File: src/rtl/instr_enc_pkg.sv
// Shared types, opcode constants and packing helpers for the RV64 instruction encoder.
// RANGE_CHECK_EN adds the immediate range-check helper.
package instr_enc_pkg;

  typedef enum logic [2:0] {
    FMT_R  = 3'd0,
    FMT_I  = 3'd1,
    FMT_S  = 3'd2,
    FMT_SB = 3'd3,
    FMT_U  = 3'd4,
    FMT_UJ = 3'd5
  } fmt_t;

  localparam logic [6:0] OP_LOAD   = 7'd3;
  localparam logic [6:0] OP_OPIMM  = 7'd19;
  localparam logic [6:0] OP_STORE  = 7'd35;
  localparam logic [6:0] OP_BRANCH = 7'd99;
  localparam logic [6:0] OP_JALR   = 7'd103;
  localparam logic [6:0] OP_LUI    = 7'd55;
  localparam logic [6:0] OP_JAL    = 7'd111;

  typedef struct packed {
    logic [2:0]  fmt;
    logic [6:0]  opcode;
    logic [4:0]  rd;
    logic [4:0]  rs1;
    logic [4:0]  rs2;
    logic [2:0]  funct3;
    logic [6:0]  funct7;
    logic [63:0] imm;
  } enc_fields_t;

  function automatic logic [31:0] pack_instr(input enc_fields_t f);
    logic [31:0] w;
    w = {f.funct7, f.rs2, f.rs1, f.funct3, f.rd, f.opcode};
    case (f.fmt)
      FMT_R:  w = {f.funct7, f.rs2, f.rs1, f.funct3, f.rd, f.opcode};
      FMT_I:  w = {f.imm[11:0], f.rs1, f.funct3, f.rd, f.opcode};
      FMT_S:  w = {f.imm[11:5], f.rs2, f.rs1, f.funct3, f.imm[4:0], f.opcode};
      FMT_SB: w = {f.imm[12], f.imm[10:5], f.rs2, f.rs1, f.funct3,
                   f.imm[4:1], f.imm[11], f.opcode};
      FMT_U:  w = {f.imm[31:12], f.rd, f.opcode};
      FMT_UJ: w = {f.imm[20], f.imm[10:1], f.imm[11], f.imm[19:12], f.rd, f.opcode};
      default: w = {f.funct7, f.rs2, f.rs1, f.funct3, f.rd, f.opcode};
    endcase
    return w;
  endfunction

`ifdef RANGE_CHECK_EN
  // A signed value fits in N bits when every bit from N-1 upward is a copy of the sign.
  function automatic logic imm_out_of_range(input enc_fields_t f);
    logic e;
    e = 1'b1;
    case (f.fmt)
      FMT_R:         e = 1'b0;
      FMT_I, FMT_S:  e = ~((&f.imm[63:11]) | ~(|f.imm[63:11]));
      FMT_SB:        e = ~((&f.imm[63:12]) | ~(|f.imm[63:12])) | f.imm[0];
      FMT_UJ:        e = ~((&f.imm[63:20]) | ~(|f.imm[63:20])) | f.imm[0];
      FMT_U:         e = (|f.imm[11:0]) | ~((&f.imm[63:31]) | ~(|f.imm[63:31]));
      default:       e = 1'b1;
    endcase
    return e;
  endfunction
`endif

endpackage

File: src/rtl/instr_enc_skid.sv
// Generic 2-entry valid/ready buffer: output register plus one skid entry.
// in_ready comes straight from a flop, so it never depends on out_ready combinationally.
module instr_enc_skid #(
  parameter int W = 33
) (
  input  logic         clk,
  input  logic         reset,
  input  logic         in_valid,
  output logic         in_ready,
  input  logic [W-1:0] in_data,
  output logic         out_valid,
  input  logic         out_ready,
  output logic [W-1:0] out_data
);

  logic         out_valid_q, out_valid_d;
  logic [W-1:0] out_data_q, out_data_d;
  logic         skid_valid_q, skid_valid_d;
  logic [W-1:0] skid_data_q, skid_data_d;
  logic         push_s, pop_s;

  always_comb begin
    push_s       = in_valid & ~skid_valid_q;
    pop_s        = out_valid_q & out_ready;
    out_valid_d  = out_valid_q;
    out_data_d   = out_data_q;
    skid_valid_d = skid_valid_q;
    skid_data_d  = skid_data_q;
    if (skid_valid_q) begin
      if (pop_s) begin
        out_data_d   = skid_data_q;
        skid_valid_d = 1'b0;
      end else begin
        skid_valid_d = 1'b1;
      end
    end else if (out_valid_q) begin
      // One entry held: a simultaneous push and pop replaces it in place.
      if (pop_s && push_s) begin
        out_data_d = in_data;
      end else if (pop_s) begin
        out_valid_d = 1'b0;
      end else if (push_s) begin
        skid_valid_d = 1'b1;
        skid_data_d  = in_data;
      end else begin
        out_valid_d = 1'b1;
      end
    end else begin
      if (push_s) begin
        out_valid_d = 1'b1;
        out_data_d  = in_data;
      end else begin
        out_valid_d = 1'b0;
      end
    end
  end

  always_ff @(posedge clk) begin
    if (reset) begin
      out_valid_q  <= 1'b0;
      out_data_q   <= '0;
      skid_valid_q <= 1'b0;
      skid_data_q  <= '0;
    end else begin
      out_valid_q  <= out_valid_d;
      out_data_q   <= out_data_d;
      skid_valid_q <= skid_valid_d;
      skid_data_q  <= skid_data_d;
    end
  end

  assign in_ready  = ~skid_valid_q;
  assign out_valid = out_valid_q;
  assign out_data  = out_data_q;

endmodule

File: src/rtl/instr_encoder.sv
// Packs decoded fields plus immediate into a 32-bit RV64 instruction word, buffered on a valid/ready stream.
// Define RANGE_CHECK_EN to flag out-of-range immediates on out_err.
module instr_encoder
  import instr_enc_pkg::*;
#(
  parameter int CNT_W = 32,
  parameter int IMM_W = 64
) (
  input  logic             clk,
  input  logic             reset,
  input  logic             in_valid,
  output logic             in_ready,
  input  logic [2:0]       in_fmt,
  input  logic [6:0]       in_opcode,
  input  logic [4:0]       in_rd,
  input  logic [4:0]       in_rs1,
  input  logic [4:0]       in_rs2,
  input  logic [2:0]       in_funct3,
  input  logic [6:0]       in_funct7,
  input  logic [IMM_W-1:0] in_imm,
  output logic             out_valid,
  input  logic             out_ready,
  output logic [31:0]      out_instr,
  output logic             out_err,
  output logic [CNT_W-1:0] enc_count
);

  enc_fields_t      fields_s;
  logic [31:0]      instr_s;
  logic             err_s;
  logic [32:0]      out_data_s;
  logic [CNT_W-1:0] enc_count_q, enc_count_d;

  always_comb begin
    fields_s.fmt    = in_fmt;
    fields_s.opcode = in_opcode;
    fields_s.rd     = in_rd;
    fields_s.rs1    = in_rs1;
    fields_s.rs2    = in_rs2;
    fields_s.funct3 = in_funct3;
    fields_s.funct7 = in_funct7;
    fields_s.imm    = 64'($signed(in_imm));
    instr_s         = pack_instr(fields_s);
  end

`ifdef RANGE_CHECK_EN
  assign err_s = imm_out_of_range(fields_s);
`else
  logic unused_imm_s;
  assign err_s        = 1'b0;
  assign unused_imm_s = ^fields_s.imm[63:32];
`endif

  instr_enc_skid #(.W(33)) u_skid (
    .clk       (clk),
    .reset     (reset),
    .in_valid  (in_valid),
    .in_ready  (in_ready),
    .in_data   ({err_s, instr_s}),
    .out_valid (out_valid),
    .out_ready (out_ready),
    .out_data  (out_data_s)
  );

  always_comb begin
    enc_count_d = enc_count_q;
    if (in_valid && in_ready) begin
      enc_count_d = enc_count_q + {{(CNT_W-1){1'b0}}, 1'b1};
    end else begin
      enc_count_d = enc_count_q;
    end
  end

  always_ff @(posedge clk) begin
    if (reset) begin
      enc_count_q <= '0;
    end else begin
      enc_count_q <= enc_count_d;
    end
  end

  assign out_instr = out_data_s[31:0];
  assign out_err   = out_data_s[32];
  assign enc_count = enc_count_q;

endmodule
File: config.mk
export PLATFORM = sky130hd
export DESIGN_NAME = instr_encoder
export DESIGN_NICKNAME = d
export VERILOG_FILES = /design/src/rtl/instr_enc_pkg.sv /design/src/rtl/instr_enc_skid.sv /design/src/rtl/instr_encoder.sv
export SDC_FILE = /design/constraint.sdc
export NUM_CORES = 1
export LEC_CHECK = 0
export BUFFER_PORTS_ARGS = -buffer_cell sky130_fd_sc_hd__clkbuf_2
export CAP_MARGIN = 20
export CORE_UTILIZATION = 45
export CTS_CLUSTER_DIAMETER = 50
export CTS_CLUSTER_SIZE = 8
export DETAILED_ROUTE_END_ITERATION = 16
export PLACE_DENSITY = 0.8
export REMOVE_ABC_BUFFERS = 1
export SLEW_MARGIN = 25
export SYNTH_ARGS = -nofsm -noshare
export SYNTH_HDL_FRONTEND = slang
export SYNTH_SLANG_ARGS = --single-unit
File: constraint.sdc
create_clock -name clk -period 2.29 [get_ports clk]
set_input_delay 0 -clock clk [delete_from_list [all_inputs] [get_ports clk]]
set_output_delay 0 -clock clk [all_outputs]
set_load 0.01 [all_outputs]
==> PnR_summary.wiki, run 1 <==
{| class="wikitable"
! Metric !! Value
|-
| Slew at the pin with the worst max-slew slack || 0.7556 ns
|-
| Number of failing setup endpoints in the final timing report || 0
|-
| Root cell of the clock tree || sky130_fd_sc_hd__clkbuf_8
|-
| Worst setup path startpoint || enc_count[13]$_SDFFE_PP0P_
|-
| Class of the tightest hold or removal check || in -> reg
|-
| Average routed wire per standard cell || approximately 14 um
|-
| Static leakage || 2.333 nW
|-
| Worst min-delay path startpoint || in_imm[19]
|-
| Final worst-path cycle share || 89.76%
|-
| Number of cells in the finished layout apart from fillers || 833
|-
| Wire length of the first global-routing pass || 19260 um
|-
| Setup Slack @ Placement || about 0.27 ns
|-
| Top cells by area, synth || sky130_fd_sc_hd__dfxtp_1 41%, sky130_fd_sc_hd__mux2i_1 7.5%, sky130_fd_sc_hd__a21oi_1 7.2%, sky130_fd_sc_hd__a211oi_1 5.3%, sky130_fd_sc_hd__nor2_1 4.6%
|-
| Post-route DRC || 0
|-
| Total global-route track usage || 21.27%
|-
| Period minus WS final || 2.056 ns
|-
| Detailed-router iteration count before antenna repair || 5
|-
| Depth of the most critical reg-to-reg path || 5
|-
| Count of endpoints failing hold in the final timing report || 0
|-
| Result of the run || complete, no violations
|-
| Vias per cell || 5.547
|-
| Maximum capacitance violations || 0
|-
| Pwr Total || about 3.4 mW
|-
| Cell area after layout || 5797 um^2
|-
| Element type at the critical path end || register
|-
| Synth async-reset ratio || 0%
|-
| Share of the synthesized area in the top cell type || 41.05%
|-
| TritonCTS clock tree || built
|-
| DIE WIDTH || 105.1 um
|-
| Flip-flop and latch count after synthesis || 98
|-
| Clock slew seen by the registers of the worst setup and hold paths || around 0.10 ns
|-
| Startpoint Class || register
|-
| Post-route setup TNS || 0 ns
|-
| # H-tree levels || 3
|-
| Row cnt || 37
|-
| Boundary pin count || 170
|-
| Clock sink total || slightly below 100
|-
| Cell Area, Placed || roughly 5500 um^2
|-
| Clock skew after layout || 0.01567 ns
|-
| Vias after detailed routing || 4621
|-
| Yosys top cell by area || sky130_fd_sc_hd__dfxtp_1
|-
| PwrDens || between 500 and 600 nW/um^2
|-
| Critical setup path kind || reg -> reg
|-
| Post-CTS setup buffers || 0
|-
| Endpoint of the most critical setup path || enc_count[22]$_SDFFE_PP0P_
|-
| Maximum number of pins on one net before global-route repair || 67
|-
| Final GP Congestion || 0.7704
|-
| CTS max path bufs || 2
|-
| Data required time of the worst path || 2.58 ns
|-
| Count of distinct cell types in the synthesized netlist || a little over 40
|-
| Die height || approximately 110 um
|-
| Number of buffers inserted during clock tree synthesis || 9
|-
| HPWL Detailed || about 8000 um
|-
| Number of antenna violations at the first check in global routing || 0
|-
| Worst setup slack for register-to-register paths || between 0.2 and 0.25 ns
|-
| Maximum net fanout on the critical path || 26
|-
| Sequential area share after synthesis || 41.05%
|-
| Overall overflow remaining after global route || 0
|-
| Die Footprint || roughly 11000 um^2
|-
| Placeable core area || roughly 10000 um^2
|-
| Count of input and output buffers || between 100 and 150
|-
| Mean area per synthesized cell || ~8.3 um^2
|-
| F_max || 0.4865 GHz
|-
| Antenna Cells || 0
|-
| Worst-case hold slack || about 0.018 ns
|-
| Number of cells after detailed placement || around 810
|-
| Crit Reg-Reg Startpoint || enc_count[13]$_SDFFE_PP0P_
|-
| Count of antenna-violating nets left after detailed routing || 0
|-
| Cell Area, Synth || 4780 um^2
|-
| Max_slew headroom || 49.63%
|-
| Number of enable flip-flop cells after synthesis || 0
|-
| DRT iter0 DRCs || 235
|-
| Net total in the final layout || 796
|-
| Filler instances || 950
|-
| Crit Reg-Reg Endpoint || enc_count[22]$_SDFFE_PP0P_
|-
| Number of pins exceeding their max-slew limit in the final report || 0
|-
| Sum of routed wire length over all layers || 11710 um
|-
| Final Util || 56.15%
|-
| Skew-Pair Late Insertion Delay || 0.37 ns
|-
| Proportion of layout cells with a drive suffix above 1 || 24.25%
|-
| Layout overhead on the synthesized area || 21.28%
|-
| Post-synthesis cell count || 573
|-
| Unrepaired setup endpoints after global routing || false
|-
| Worst supply voltage drop on vdd || 0.0002877 V
|-
| Fin worst setup slack || 0.2344 ns
|-
| Number of warning messages in the yosys log || 0
|-
| Number of global-route vias before repair || between 4k and 5k
|-
| Predominant post-synthesis flop cell || sky130_fd_sc_hd__dfxtp_1
|-
| Signal arrival time at the worst endpoint || 2.34 ns
|-
| Effective utilization at floorplan || 46.30%
|}
==> routing by layer <==
layer	GRT usage (%)	vias to the layer above	wire length, um
li1	-	2321	-
met5	0	-	0
met4	7.545	0	205
met2	36.75	147	5640
met3	4.554	22	609
met1	25.97	2131	5253
==> sequential cells by signal, indices dropped and copies added (netlist names) <==
register,cells
u_skid.skid_valid_q,1
enc_count,32
u_skid.out_data,32
u_skid.skid_data_q,32
u_skid.out_valid,1
==> worst max-delay path, cell delays in order, from the launching register on <==
cell and delay [ns]:
sky130_fd_sc_hd__dfxtp_1 0.46, sky130_fd_sc_hd__nand4_2 0.15, sky130_fd_sc_hd__or4_1 0.48, sky130_fd_sc_hd__buf_4 0.22, sky130_fd_sc_hd__or4_1 0.51, sky130_fd_sc_hd__a21oi_1 0.15
==> timing repair <==
| action | 4_1_cts | 5_1_grt |
|---|---|---|
| hold endpoints to repair | 20 | 0 |
| hold buffers | 12 | 0 |
| gates resized for setup | 0 | 0 |
| setup endpoints to repair | 0 | 0 |
==> power by group <==
group          switching (mW)  internal (mW)  total, mW
Combinational           0.310          0.242      0.552
Sequential             0.0475           1.78       1.83
Clock                   0.602          0.431       1.03
Total                   0.960           2.46       3.42
==> worst min-delay path by stage <==
stage | cells past startpoint | slack, ns | end
after floorplan | 1 | 0.07 | enc_count[10]$_SDFFE_PP0P_
after global placement | 2 | 0.22 | u_skid.skid_valid_q$_SDFF_PP0_
after CTS | 3 | 0.006 | u_skid.skid_data_q[23]$_SDFFE_PP0P_
after detailed placement | 2 | 0.23 | u_skid.skid_valid_q$_SDFF_PP0_
final | 3 | 0.02 | u_skid.skid_data_q[19]$_SDFFE_PP0P_
after global routing | 3 | 0.03 | u_skid.skid_data_q[8]$_SDFFE_PP0P_
==> layout by cell type (no fill, tap or decap), drive strengths merged, types with 8 or more instances in the layout <==
cell type | netlist | layout
clkbuf | 38 | 148
dfxtp | 98 | 98
a21oi | 69 | 69
nor2 | 58 | 58
nand2 | 50 | 50
mux2i | 36 | 36
a211oi | 34 | 34
or4 | 20 | 20
o31ai | 17 | 17
nor3 | 16 | 16
nor2b | 14 | 14
inv | 13 | 13
a211o | 12 | 12
dlygate4sd3 | 0 | 12
buf | 13 | 12
o221ai | 10 | 10
nand2b | 10 | 10
nand3 | 9 | 9
nand4 | 8 | 8
==> cell usage after synthesis (6+ instances only) <==
cell type,n
sky130_fd_sc_hd__a211o_1,12
sky130_fd_sc_hd__a211oi_1,34
sky130_fd_sc_hd__a21oi_1,69
sky130_fd_sc_hd__clkbuf_1,38
sky130_fd_sc_hd__dfxtp_1,98
sky130_fd_sc_hd__inv_1,13
sky130_fd_sc_hd__mux2i_1,36
sky130_fd_sc_hd__nand2_1,50
sky130_fd_sc_hd__nand2b_1,10
sky130_fd_sc_hd__nand3_1,9
sky130_fd_sc_hd__nand4_1,7
sky130_fd_sc_hd__nor2_1,58
sky130_fd_sc_hd__nor2b_1,14
sky130_fd_sc_hd__nor3_1,16
sky130_fd_sc_hd__o21ai_0,6
sky130_fd_sc_hd__o221ai_1,10
sky130_fd_sc_hd__o311ai_0,6
sky130_fd_sc_hd__o31ai_1,17
sky130_fd_sc_hd__or3_1,6
sky130_fd_sc_hd__or4_1,18
sky130_fd_sc_hd__xnor2_1,6
==> area by class of cell <==
type	count	area, um^2	share of cell area (%)
multi-input combinational	411	2556	44.10
sequential	98	1962	33.84
timing repair buffer	159	885.9	15.28
tap	136	170.2	2.935
clock buffer	13	148.9	2.569
inverter	13	48.80	0.8418
clock inverter	3	25.02	0.4317
==> cells by family after synthesis <==
logic type	count (synthesis)	synth area share, %
simple gates	205	21.99
flops	98	41.05
buf+inv	64	5.550
fa+ha+maj	1	0.2617
mux	37	7.775
compound gates	159	21.83
other cells	1	0.07846
xor+xnor	8	1.466
No activity file was read; power rests on OpenSTA's default activity.
==> run 2, diff against run 1 <==
Settings changed: CORE_ASPECT_RATIO from default to 0.8.
==> run 2 against run 1 <==
Setup slack lost 0.019 ns. Critical path depth down 1. Combinational power grew 2%. Wire length is 5.2% higher. Critical endpoint is now enc_count[17]$_SDFFE_PP0P_. Clock-buffer cell count fell by 4. Highest routed layer unchanged. Die area about the same. Clock skew decreased by 0.013 ns.
==> PnR_summary.wiki, run 2 (synthesis results as in run 1) <==
{| class="wikitable"
! Metric !! Value
|-
| Result of the run || complete, no violations (unchanged)
|-
| Maximum capacitance violations || 0 (unchanged)
|-
| Number of cells after detailed placement || 810 (was 805)
|-
| Root cell of the clock tree || sky130_fd_sc_hd__clkbuf_16 (was sky130_fd_sc_hd__clkbuf_8)
|-
| Worst-case hold slack || 0.02108 ns (was 0.01760 ns)
|-
| Average routed wire per standard cell || 14.77 um (was 14.06 um)
|-
| Antenna Cells || 0 (unchanged)
|-
| Data required time of the worst path || 2.55 ns (was 2.58 ns)
|-
| TritonCTS clock tree || built (unchanged)
|-
| Die Footprint || 11040 um^2 (about the same)
|-
| Vias per cell || 5.613 (was 5.547)
|-
| Post-route DRC || 0 (unchanged)
|-
| Final GP Congestion || 0.7739 (was 0.7704)
|-
| Number of buffers inserted during clock tree synthesis || 9 (unchanged)
|-
| Detailed-router iteration count before antenna repair || 5 (unchanged)
|-
| Net total in the final layout || 793 (was 796)
|-
| Static leakage || 2.374 nW (was 2.333 nW)
|-
| Commonest cells after routing, fill and taps aside || 135 x sky130_fd_sc_hd__clkbuf_2, 98 x sky130_fd_sc_hd__dfxtp_1, 69 x sky130_fd_sc_hd__a21oi_1 (unchanged)
|-
| Worst supply voltage drop on vdd || 0.0004150 V (was 0.0002877 V)
|-
| Effective utilization at floorplan || 46.49% (was 46.30%)
|-
| Final worst-path cycle share || 90.60% (was 89.76%)
|-
| Boundary pin count || 170 (unchanged)
|-
| Skew-Pair Late Insertion Delay || 0.33 ns (was 0.37 ns)
|-
| Slew at the pin with the worst max-slew slack || 0.7929 ns (was 0.7556 ns)
|-
| Max_slew headroom || 47.14% (was 49.63%)
|-
| Number of failing setup endpoints in the final timing report || 0 (unchanged)
|-
| DRT iter0 DRCs || 295 (was 235)
|-
| Class of the tightest hold or removal check || in -> reg (unchanged)
|-
| Wire length of the first global-routing pass || 19580 um (was 19260 um)
|-
| HPWL Detailed || 8571 um (was 7999 um)
|-
| Row cnt || 33 (was 37)
|-
| Element type at the critical path end || register (unchanged)
|-
| Total global-route track usage || 22.45% (was 21.27%)
|-
| Worst path cell trace || nand3b_4 -> or4_4 -> or4_1 -> a21oi_1 (was nand4_2 -> or4_1 -> buf_4 -> or4_1 -> a21oi_1)
|-
| Layout overhead on the synthesized area || 23.66% (was 21.28%)
|-
| Number of pins exceeding their max-slew limit in the final report || 0 (unchanged)
|-
| Count of endpoints failing hold in the final timing report || 0 (unchanged)
|-
| Max stage delay on crit path || 0.68 ns (was 0.51 ns)
|-
| Clock sink total || 98 (unchanged)
|-
| # H-tree levels || 3 (unchanged)
|-
| Clock skew after layout || 0.002823 ns (was 0.01567 ns)
|-
| DIE WIDTH || 117.2 um (was 105.1 um)
|-
| Critical setup path kind || reg -> reg (unchanged)
|-
| Most common library cell in the layout ignoring fill and taps || sky130_fd_sc_hd__clkbuf_2 (unchanged)
|-
| Sum of routed wire length over all layers || 12320 um (was 11710 um)
|-
| Die height || 94.18 um (was 105.1 um)
|-
| Number of global-route vias before repair || 4322 (was 4248)
|-
| CTS max path bufs || 2 (unchanged)
|-
| Count of input and output buffers || 136 (unchanged)
|-
| Maximum number of pins on one net before global-route repair || 63 (was 67)
|-
| Proportion of layout cells with a drive suffix above 1 || 24.93% (was 24.25%)
|-
| F_max || 0.4820 GHz (was 0.4865 GHz)
|-
| Startpoint Class || register (unchanged)
|-
| Overall overflow remaining after global route || 0 (unchanged)
|-
| Post-CTS setup buffers || 0 (unchanged)
|-
| PwrDens || 659.9 nW/um^2 (was 589.1 nW/um^2)
|-
| Clock slew seen by the registers of the worst setup and hold paths || 0.07 ns (was 0.10 ns)
|-
| Signal arrival time at the worst endpoint || 2.34 ns (about the same)
|-
| CP max-delay cell || sky130_fd_sc_hd__or4_4 (was sky130_fd_sc_hd__or4_1)
|-
| Maximum net fanout on the critical path || 23 (was 26)
|-
| Period minus WS final || 2.075 ns (was 2.056 ns)
|-
| Number of antenna violations at the first check in global routing || 0 (unchanged)
|-
| Number of instances resized during post-cts repair || 0 (unchanged)
|-
| Count of antenna-violating nets left after detailed routing || 0 (unchanged)
|-
| Vias after detailed routing || 4681 (was 4621)
|-
| Placeable core area || 10280 um^2 (was 10320 um^2)
|-
| Number of cells in the finished layout apart from fillers || 834 (was 833)
|-
| Unrepaired setup endpoints after global routing || false (unchanged)
|}
-- run 2: repair_timing --
action | CTS | global route
hold buffers | 8 | 0
setup endpoints to repair | 0 | 0
endpoints found under the hold margin | 13 | 0
-- run 2: area by class of cell --
class / count / area [um^2]
clock buffer: 9 / 225.2
multi-input combinational: 411 / 2556
sequential: 98 / 1962
timing repair buffer: 156 / 865.8
fill: 925 / 4370
clock inverter: 7 / 77.57
inverter: 13 / 48.80
tap: 140 / 175.2
-- run 2: final timing paths --
check | start | to | slack (ns) | cells after the start
hold reg to reg | u_skid.out_data[29]$_SDFFE_PP0P_ | u_skid.out_data[29]$_SDFFE_PP0P_ | 0.46 | 2
setup / recovery | u_skid.skid_valid_q$_SDFF_PP0_ | enc_count[17]$_SDFFE_PP0P_ | 0.22 | 4
hold / removal | in_rs2[4] | u_skid.skid_data_q[24]$_SDFFE_PP0P_ | 0.02 | 3
setup reg to reg | u_skid.skid_valid_q$_SDFF_PP0_ | enc_count[17]$_SDFFE_PP0P_ | 0.22 | 4
-- run 2: report_power, final --
group / internal [mW] / switching [mW] / total (mW) / leakage (nW)
clock: 0.854 / 0.654 / 1.51 / 0.135
sequential: 1.78 / 0.0464 / 1.83 / 0.798
combinational: 0.241 / 0.322 / 0.563 / 1.44
-- run 2: metal layers --
metal	GRT usage (%)	up-vias	routed length (um)
li1	-	2310	-
met1	26.90	2177	5412
met2	38.92	169	5984
met3	4.903	25	664
met4	8.544	0	254
met5	0	-	0
-- run 2: worst max-delay path, delay by kind of cell (launching register included) --
family          cells  cell delay (ns)
compound gates      1             0.18
flops               1             0.36
simple gates        3             1.45
-- run 2: through the flow --
stage	TNS (ns)	total power [mW]	instance area (um^2)	setup WS, ns	util, %
floorplan	-1.093	2.152	4563	-0.1010	-
global placement	0	2.393	5528	0.3135	53.77
detailed placement	0	2.420	5528	0.2262	53.77
CTS	0	3.939	5911	0.2107	57.49
global route	0	4.078	5911	0.07316	57.49
finish	0	3.901	5911	0.2153	57.49
==> run 3, diff against run 2 <==
Settings changed: MAX_ROUTING_LAYER from default to met4.
==> run 3 against run 2 <==
Utilization is the same. Sequential power barely moved. Register-to-register slack barely moved. Critical path type unchanged. Largest power group unchanged. Highest routed layer unchanged.
==> PnR_summary.wiki, run 3 (synthesis results as in run 1) <==
{| class="wikitable"
! Metric !! Value
|-
| Result of the run || complete, no violations (unchanged)
|-
| Static leakage || 2.374 nW (unchanged)
|-
| Antenna Cells || 0 (unchanged)
|-
| Cell area after layout || 5911 um^2 (unchanged)
|-
| Filler instances || 925 (unchanged)
|-
| Post-route DRC || 0 (unchanged)
|-
| Maximum number of pins on one net before global-route repair || 63 (unchanged)
|-
| Root cell of the clock tree || sky130_fd_sc_hd__clkbuf_16 (unchanged)
|-
| Number of buffers inserted during clock tree synthesis || 9 (unchanged)
|-
| Layout overhead on the synthesized area || 23.66% (unchanged)
|-
| Net total in the final layout || 793 (unchanged)
|-
| Commonest cells after routing, fill and taps aside || 135 x sky130_fd_sc_hd__clkbuf_2, 98 x sky130_fd_sc_hd__dfxtp_1, 69 x sky130_fd_sc_hd__a21oi_1 (unchanged)
|-
| Sum of routed wire length over all layers || 12330 um (was 12320 um)
|-
| Final worst-path cycle share || 90.47% (was 90.60%)
|-
| Final GP Congestion || 0.7844 (was 0.7739)
|-
| Unrepaired setup endpoints after global routing || false (unchanged)
|-
| Maximum net fanout on the critical path || 23 (unchanged)
|-
| Die Footprint || 11040 um^2 (unchanged)
|-
| Die height || 94.18 um (unchanged)
|-
| DIE WIDTH || 117.2 um (unchanged)
|-
| Number of antenna violations at the first check in global routing || 0 (unchanged)
|-
| Vias per cell || 5.606 (was 5.613)
|-
| Max_slew headroom || 46.57% (was 47.14%)
|-
| Number of instances resized during post-cts repair || 0 (unchanged)
|-
| Clock sink total || 98 (unchanged)
|-
| Post-CTS setup buffers || 0 (unchanged)
|-
| Count of antenna-violating nets left after detailed routing || 0 (unchanged)
|-
| Cell Area, Placed || 5528 um^2 (unchanged)
|-
| Period minus WS final || 2.072 ns (was 2.075 ns)
|-
| CTS max path bufs || 2 (unchanged)
|-
| Signal arrival time at the worst endpoint || 2.34 ns (about the same)
|-
| Worst path cell trace || nand3b_4 -> or4_4 -> or4_1 -> a21oi_1 (unchanged)
|-
| Post-route setup TNS || 0 ns (unchanged)
|-
| Count of endpoints failing hold in the final timing report || 0 (unchanged)
|-
| CP max-delay cell || sky130_fd_sc_hd__or4_4 (unchanged)
|-
| Number of global-route vias before repair || 4328 (was 4322)
|-
| Clock slew seen by the registers of the worst setup and hold paths || 0.07 ns (about the same)
|-
| Wire length of the first global-routing pass || 19550 um (was 19580 um)
|-
| Worst supply voltage drop on vdd || 0.0004149 V (was 0.0004150 V)
|-
| Proportion of layout cells with a drive suffix above 1 || 24.93% (unchanged)
|-
| Clock skew after layout || 0.002977 ns (was 0.002823 ns)
|-
| CTS Hold Bufs || 8 (unchanged)
|-
| Detailed-router iteration count before antenna repair || 5 (unchanged)
|-
| Boundary pin count || 170 (unchanged)
|-
| TritonCTS clock tree || built (unchanged)
|-
| Critical setup path kind || reg -> reg (unchanged)
|-
| Startpoint Class || register (unchanged)
|-
| Number of cells in the finished layout apart from fillers || 834 (unchanged)
|-
| Vias after detailed routing || 4675 (was 4681)
|-
| PwrDens || 660.7 nW/um^2 (was 659.9 nW/um^2)
|-
| Average routed wire per standard cell || 14.78 um (was 14.77 um)
|-
| F_max || 0.4827 GHz (was 0.4820 GHz)
|-
| Data required time of the worst path || 2.55 ns (about the same)
|-
| Overall overflow remaining after global route || 0 (unchanged)
|-
| DRT iter0 DRCs || 299 (was 295)
|-
| Total global-route track usage || 23.06% (was 22.45%)
|-
| Number of pins exceeding their max-slew limit in the final report || 0 (unchanged)
|-
| Max stage delay on crit path || 0.67 ns (was 0.68 ns)
|-
| Skew-Pair Late Insertion Delay || 0.34 ns (was 0.33 ns)
|-
| Effective utilization at floorplan || 46.49% (unchanged)
|-
| Number of failing setup endpoints in the final timing report || 0 (unchanged)
|-
| HPWL Detailed || 8571 um (unchanged)
|-
| Placeable core area || 10280 um^2 (unchanged)
|-
| Row cnt || 33 (unchanged)
|-
| Number of cells after detailed placement || 810 (unchanged)
|-
| # H-tree levels || 3 (unchanged)
|-
| Count of input and output buffers || 136 (unchanged)
|-
| Element type at the critical path end || register (unchanged)
|-
| Slew at the pin with the worst max-slew slack || 0.7996 ns (was 0.7929 ns)
|-
| Class of the tightest hold or removal check || in -> reg (unchanged)
|-
| Maximum capacitance violations || 0 (unchanged)
|-
| Most common library cell in the layout ignoring fill and taps || sky130_fd_sc_hd__clkbuf_2 (unchanged)
|}
[run 3: cell counts in the layout (fill, tap and decap cells not counted)]
No cell type changed its count.
[run 3: routing by layer]
metal / vias to the layer above / GRT usage, % / share of wire, %
met4: 0 / 8.544 / 2.2
met2: 151 / 38.97 / 48
met5: - / - / 0
met1: 2187 / 26.90 / 44
met3: 27 / 4.774 / 5.0
li1: 2310 / - / -
[run 3: power by group]
| part | total (mW) | switching (mW) | internal [mW] |
|---|---|---|---|
| logic | 0.563 | 0.322 | 0.241 |
| registers | 1.83 | 0.0464 | 1.78 |
| clock network | 1.51 | 0.658 | 0.854 |
[run 3: path summary, 6_finish.rpt]
| path | from | endpoint | slack (ns) | cells after the start |
|---|---|---|---|---|
| hold reg to reg | u_skid.out_data[29]$_SDFFE_PP0P_ | u_skid.out_data[29]$_SDFFE_PP0P_ | 0.46 | 2 |
| hold / removal | in_rs2[4] | u_skid.out_data[24]$_SDFFE_PP0P_ | 0.02 | 3 |
| setup reg to reg | u_skid.skid_valid_q$_SDFF_PP0_ | enc_count[17]$_SDFFE_PP0P_ | 0.22 | 4 |
| setup / recovery | u_skid.skid_valid_q$_SDFF_PP0_ | enc_count[17]$_SDFFE_PP0P_ | 0.22 | 4 |
[run 3: area by class of cell]
| type | instances | area, um^2 | share of cell area (%) |
|---|---|---|---|
| clock buffer | 9 | 225.2 | 3.810 |
| inverter | 13 | 48.80 | 0.8256 |
| timing repair buffer | 156 | 865.8 | 14.65 |
| tap | 140 | 175.2 | 2.964 |
| sequential | 98 | 1962 | 33.19 |
| multi-input combinational | 411 | 2556 | 43.25 |
| clock inverter | 7 | 77.57 | 1.312 |
[run 3: worst max-delay path, delay by kind of cell, from the launching register on]
kind,cells,cell delay [ns]
compound gates,1,0.18
flops,1,0.36
simple gates,3,1.44
[run 3: metrics by stage]
step	setup slack (ns)	hold WS (ns)	utilization [%]	power, mW
after CTS	0.2107	0.004902	57.49	3.939
final	0.2182	0.01905	57.49	3.905
after detailed placement	0.2262	0.2368	53.77	2.420
after global placement	0.3135	0.2236	53.77	2.393
after global routing	0.07587	0.03581	57.49	4.074
after floorplan	-0.1010	0.06907	-	2.152
